[config.mk]
export PLATFORM = sky130hd
export DESIGN_NAME = pc_gen
export DESIGN_NICKNAME = d
export VERILOG_FILES = /design/src/rtl/pc_gen.sv
export SDC_FILE = /design/constraint.sdc
export NUM_CORES = 1
export LEC_CHECK = 0
export ABC_CLOCK_PERIOD_IN_PS = 1920
export BUFFER_PORTS_ARGS = -buffer_cell sky130_fd_sc_hd__buf_2
export CAP_MARGIN = 15
export CORE_MARGIN = 5
export CORE_UTILIZATION = 46
export CTS_CLUSTER_DIAMETER = 200
export DETAILED_ROUTE_END_ITERATION = 8
export PLACE_DENSITY = 0.93
export SLEW_MARGIN = 20
export SYNTH_ARGS = -nofsm -noshare
export SYNTH_HDL_FRONTEND = slang
export SYNTH_SLANG_ARGS = --single-unit
[constraint.sdc]
create_clock -name clk -period 1.92 [get_ports clk]
set_input_delay 0.096 -clock clk [delete_from_list [all_inputs] [get_ports clk]]
set_output_delay 0.096 -clock clk [all_outputs]
set_load 0.005 [all_outputs]
[src/rtl/pc_gen.sv]
// pc_gen: next-fetch-PC generator sitting in front of the instruction fetch unit.
// Offers either the sequential PC (current fetch PC + INST_BYTES) or a captured
// trap/branch redirect target on a valid/ready stream. It holds invalidate high
// while a redirect is pending so that wrong-path IF/ID contents get discarded.
//
//  state | meaning
//  ------+-------------------------------------------------------------
//  BOOT  | first cycle after reset; fetch unit is fetching RESET_VECTOR
//  RUN   | offering sequential PC
//  PEND  | redirect target captured, waiting for the fetch unit to take it
//  HALT  | fetch_en low, nothing offered
module pc_gen #(
    parameter int              XLEN         = 32,
    parameter logic [XLEN-1:0] RESET_VECTOR = '0,
    parameter int              INST_BYTES   = 4
) (
    input  logic            clk,
    input  logic            rst,
    // next fetch PC stream (master)
    output logic [XLEN-1:0] o_next_pc_tdata,
    output logic            o_next_pc_tvalid,
    input  logic            i_next_pc_tready,
    // PC currently held by the fetch unit (slave, always ready)
    input  logic [XLEN-1:0] i_current_pc_tdata,
    input  logic            i_current_pc_tvalid,
    output logic            o_current_pc_tready,
    // redirect sources
    input  logic            i_redirect_valid,
    input  logic [XLEN-1:0] i_redirect_pc,
    input  logic            i_trap_valid,
    input  logic [XLEN-1:0] i_trap_pc,
    // fetch gating and IF/ID flush
    input  logic            i_fetch_en,
    output logic            o_invalidate
);

    typedef enum logic [1:0] {
        BOOT = 2'd0,
        RUN  = 2'd1,
        PEND = 2'd2,
        HALT = 2'd3
    } state_t;

    state_t          r_state;
    state_t          w_state_d;
    logic [XLEN-1:0] r_tgt;
    logic [XLEN-1:0] w_seq_pc;
    logic [XLEN-1:0] w_redirect_tgt;
    logic            w_redirect;
    logic            w_tvalid;
    logic            w_handshake;

    // The fetch unit launches RESET_VECTOR on its own and always presents its
    // PC, so neither the reset vector value nor the current-PC valid is used here.
    logic            w_unused;
    assign w_unused = ^{i_current_pc_tvalid, i_trap_pc[1:0], i_redirect_pc[1:0],
                        RESET_VECTOR[1:0]};

    assign w_redirect     = i_trap_valid | i_redirect_valid;
    // Trap wins over a same-cycle branch redirect; targets are word aligned.
    assign w_redirect_tgt = i_trap_valid ? {i_trap_pc[XLEN-1:2], 2'b00}
                                         : {i_redirect_pc[XLEN-1:2], 2'b00};
    // Wraps modulo 2^XLEN.
    assign w_seq_pc       = i_current_pc_tdata + XLEN'(INST_BYTES);
    assign w_handshake    = w_tvalid & i_next_pc_tready;

    assign o_next_pc_tdata     = (r_state == PEND) ? r_tgt : w_seq_pc;
    assign o_next_pc_tvalid    = w_tvalid;
    assign o_invalidate        = (r_state == PEND);
    assign o_current_pc_tready = 1'b1;

    // State register and redirect target capture.
    always_ff @(posedge clk) begin
        if (rst) begin
            r_state <= BOOT;
            r_tgt   <= '0;
        end else begin
            r_state <= w_state_d;
            if (w_redirect) begin
                r_tgt <= w_redirect_tgt;
            end
        end
    end

    // Next-state and tvalid; a redirect cycle never hands over a PC.
    always_comb begin
        w_state_d = r_state;
        w_tvalid  = 1'b0;
        case (r_state)
            BOOT: begin
                w_state_d = RUN;
            end
            RUN: begin
                w_tvalid = 1'b1;
                if (!i_fetch_en) begin
                    w_state_d = HALT;
                end
            end
            PEND: begin
                w_tvalid = i_fetch_en;
            end
            HALT: begin
                if (i_fetch_en) begin
                    w_state_d = RUN;
                end
            end
            default: begin
                w_state_d = BOOT;
            end
        endcase
        if (w_redirect) begin
            w_tvalid  = 1'b0;
            w_state_d = PEND;
        end else if (r_state == PEND && w_handshake) begin
            w_state_d = RUN;
        end
    end

endmodule

==> out/results.md <==
| Step | Item | Value |
| --- | --- | --- |
| clock tree | Number of hold-repair buffers added at the cts stage | 0 |
| timing | Final slew viol count | 0 |
| finish | Final core area utilization | 0.634 |
| worst setup path | Endpoint class of the critical path | output port |
| clock tree | Clock-pin transition on the worst setup and hold timing paths | 0.06 ns |
| place | Post-placement setup slack | -0.0131 ns |
| logic synthesis | Netlist Area Pre-Place | 2560 um^2 |
| logic synthesis | Most used DFF post-synth | sky130_fd_sc_hd__dfxtp_1 |
| finish | Net count reported at finish | 606 |
| clock tree | Longest Clk Path Bufs | 2 |
| timing | Slew margin rel. | 0.596 |
| route | Iteration-0 DRC Markers | 180 |
| worst setup path | Depth of the worst register-to-register path | 6 |
| floorplanning | I/O Pins | 138 |
| finish | Layout overhead on the synthesized area | 35.3% |
| floorplanning | Die boundary width | 84.7 um |
| global routing | Fraction of met1 tracks used by global routing | 0.299 |
| route | Number of antenna-violating nets in the routed design | 0 |
| run status | Result of the run | finished clean |
| global routing | Antenna violations before repair | 0 |
| logic synthesis | Post-synth top area cell | sky130_fd_sc_hd__dfxtp_1 |
| global routing | Global-route wire length before repair | 14000 um |
| logic synthesis | Yosys cell types | 41 |
| timing | Smallest setup slack after layout | 0.0570 ns |
| global routing | Met2 capacity usage during global routing | 0.407 |
| logic synthesis | Post-synthesis register bit count | 32 |
| job | Max-capacitance violation count | 0 |
| worst setup path | Ordered list of cells on the worst path | buf_2, nand4_1, or4_4, or3_1, a31oi_1, buf_2 |
| timing | Slew at the pin closest to its max-slew limit | 0.605 ns |
| global routing | Total grt overflow | 0 |
| clock tree | Clock sink total | 32 |
| clock tree | Clock Tree Root | sky130_fd_sc_hd__clkbuf_8 |
| floorplanning | Initial cell density of the core | 0.469 |
| worst setup path | Worst Path Arrival | 1.77 ns |
| finish | Fin area | 3470 um^2 |
| worst setup path | Slowest stage delay, CP | 0.62 ns |
| worst setup path | Crit path max fanout | 7 |
| hold path | Endpoint of the worst hold-timing path | r_tgt[6]$_SDFFE_PP0P_ |
| global routing | Most congested layer reported by global routing | met2 |
| logic synthesis | Warnings, synthesis | 0 |
| finish | Commonest cells after routing, fill and taps aside | sky130_fd_sc_hd__buf_2 (131), sky130_fd_sc_hd__nor2_1 (78), sky130_fd_sc_hd__a21oi_1 (33), sky130_fd_sc_hd__dfxtp_1 (32), sky130_fd_sc_hd__mux2i_1 (31) |
| finish | Share of cells above drive strength 1 | 0.334 |
| route | Average detailed-routed wire length per instance | 15.6 um |
| worst setup path | Reg-to-reg critical path endpoint | r_state[1]$_SDFFE_PP0P_ |
| clock tree | H-tree levels | 2 |
| route | Final routed DRC violation total | 0 |
| logic synthesis | Mean instance size in the synthesized netlist | 7.05 um^2 |
| worst setup path | Startpoint kind of the worst setup timing path | input pin |
| clock tree | TritonCTS Buffers | 5 |
| clock tree | CTS tree | built |
| timing | Final setup fails | 0 |
| global routing | Met3 track demand over resource in global routing | 0.0510 |
| worst setup path | Worst-case register-to-register setup slack | 0.14 ns |
| pwr | Leakage dissipation | 1.60 nW |
| worst setup path | Worst path slowest cell | sky130_fd_sc_hd__or4_4 |
| floorplanning | Core footprint | 5470 um^2 |
| route | DRT Wirelength | 8900 um |
| floorplanning | Number of standard-cell rows in the floorplan | 27 |
| place | Port Buffers | 131 |
| finish | Commonest non-fill, non-tap cell in the layout | sky130_fd_sc_hd__buf_2 |
| finish | Antenna cell count | 0 |
| hold path | Origin of the worst min-delay path | i_trap_pc[6] |
| timing | Clock tree skew after final layout | 0.00361 ns |
| logic synthesis | Count of mapped cells out of synthesis | 364 |
| timing | Minimum clock period after layout | 1.86 ns |
| timing | Tcrit/Tclk final | 0.970 |
| pwr | Peak ir drop on the vdd network | 348 uV |
| global routing | Overall track demand over capacity in global routing | 0.240 |
| logic synthesis | Share of synthesized area occupied by flip-flops and latches | 0.250 |
| global routing | Number of global-route vias before repair | 3034 |
| worst setup path | Most common cell type on the critical path | sky130_fd_sc_hd__buf_2 |
| place | Placed cell areas | 3350 um^2 |
| logic synthesis | Number of flops mapped to enable cells by yosys | 0 |
| hold path | Hold/Removal Path Class | in2reg |
| floorplanning | Area enclosed by the die boundary | 7170 um^2 |
| clock tree | Source-to-sink clock delay at the later pin of the worst-skew pair | 0.28 ns |
| route | Length of the first detailed-routing pass in iterations | 5 |
| route | Via Count | 3171 |
| global routing | Largest net degree at the start of global routing | 63 |
| hold path | Cell depth of the worst min-delay path | 3 |
| floorplanning | Die Y-Extent | 84.7 um |
| route | Vias per inst | 5.57 |
| logic synthesis | Top-area cell type share of the netlist area | 0.250 |
| worst setup path | Data required time of the worst path | 1.82 ns |
| logic synthesis | Post-synthesis async set-or-reset flop share | 0 |
| timing | Setup repair after global routing missed its margin | false |
| logic synthesis | Synth top area cells | sky130_fd_sc_hd__dfxtp_1 (25%), sky130_fd_sc_hd__mux2i_1 (12%), sky130_fd_sc_hd__nor2_1 (11%) |
| worst setup path | Worst reg2reg startpoint | r_state[0]$_SDFFE_PP0P_ |
| place | Gpl congestion | 0.872 |
| worst setup path | WS Path Type | in2out |
| pwr | Cell area power density | 551 nW/um^2 |
| finish | Filler cells | 514 |
| timing | Maximum achievable frequency | 0.537 GHz |
| timing | Endpoints failing hold | 0 |
| place | Half-perimeter wire length after detailed placement | 7100 um |
| logic synthesis | Net Count, Synth | 474 |
final cells by class:
type | instances | area, um^2 | share of cell area
sequential | 32 | 641 | 0.185
inverter | 8 | 30.0 | 0.00865
tap | 72 | 90.1 | 0.0260
clock buffer | 8 | 90.1 | 0.0260
timing repair buffer | 150 | 815 | 0.235
multi-input combinational | 299 | 1810 | 0.520
kinds of logic after synthesis:
kind of cell | share of synthesized area
XOR/XNOR | 0.0444
AND/OR/NAND/NOR | 0.321
buffers and inverters | 0.0507
adder cells (fa/ha/maj) | 0.0341
multiplexers | 0.125
AO/OA/AOI/OAI | 0.173
other | 0.00146
flip-flops | 0.250
worst max path at each step:
stage                                        from                       to  slack (ns)  depth (start not counted)
after detailed placement    i_current_pc_tdata[2]      o_next_pc_tdata[22]       -0.01                          7
final                      i_current_pc_tdata[11]      o_next_pc_tdata[22]        0.06                          6
after global placement      i_current_pc_tdata[2]      o_next_pc_tdata[28]        0.08                          7
after global routing       i_current_pc_tdata[21]      o_next_pc_tdata[31]       0.007                          6
after CTS                  i_current_pc_tdata[20]      o_next_pc_tdata[31]        0.06                          6
after floorplan           r_state[0]$_SDFFE_PP0P_  r_state[1]$_SDFFE_PP0P_        0.20                          6
Yosys cell counts (8+ instances only):
master                     number
sky130_fd_sc_hd__nor2_1        78
sky130_fd_sc_hd__nand2_1       24
sky130_fd_sc_hd__o21ai_0       21
sky130_fd_sc_hd__nand3_1        9
sky130_fd_sc_hd__mux2i_1       31
sky130_fd_sc_hd__nand4_1       12
sky130_fd_sc_hd__dfxtp_1       32
sky130_fd_sc_hd__inv_1          8
sky130_fd_sc_hd__clkbuf_1      16
sky130_fd_sc_hd__a31oi_1       15
sky130_fd_sc_hd__a21oi_1       33
state kept, by name, summed over array words and instances, names as in the netlist:
name,count
r_state,2
r_tgt,30
per-stage QoR:
step | TNS [ns] | power (mW) | instances | hold slack [ns]
floorplan | 0 | 1.07 | 364 | 0.235
global placement | 0 | 1.37 | 559 | 0.327
detailed placement | -0.0131 | 1.39 | 559 | 0.333
CTS | 0 | 1.91 | 567 | 0.0446
global route | 0 | 2.03 | 569 | 0.0435
finish | 0 | 1.91 | 569 | 0.0464
routing by layer:
layer	up-vias	wire, um
li1	1562	-
met1	1437	3650
met2	147	4340
met3	25	710
met4	0	206
met5	-	0
worst max-delay path, delay by kind of cell:
family	cells	cell delay [ns]
buf+inv	2	0.29
simple gates	3	1.14
compound gates	1	0.23
power by group:
group          switching (mW)  internal (mW)  total, mW  leakage (nW)
combinational           0.345          0.303      0.649          1.29
sequential             0.0343          0.709      0.744         0.265
clock                   0.229          0.292      0.521        0.0455
total                   0.609           1.30       1.91          1.60
repair_timing:
item / CTS / global route
pin swaps: 0 / 2
endpoints found under the hold margin: 0 / 0
buffers inserted: 0 / 2
resized for setup: 2 / 3
setup endpoints to repair: 2 / 6
Note: power is estimated with default switching activity, not from simulation.
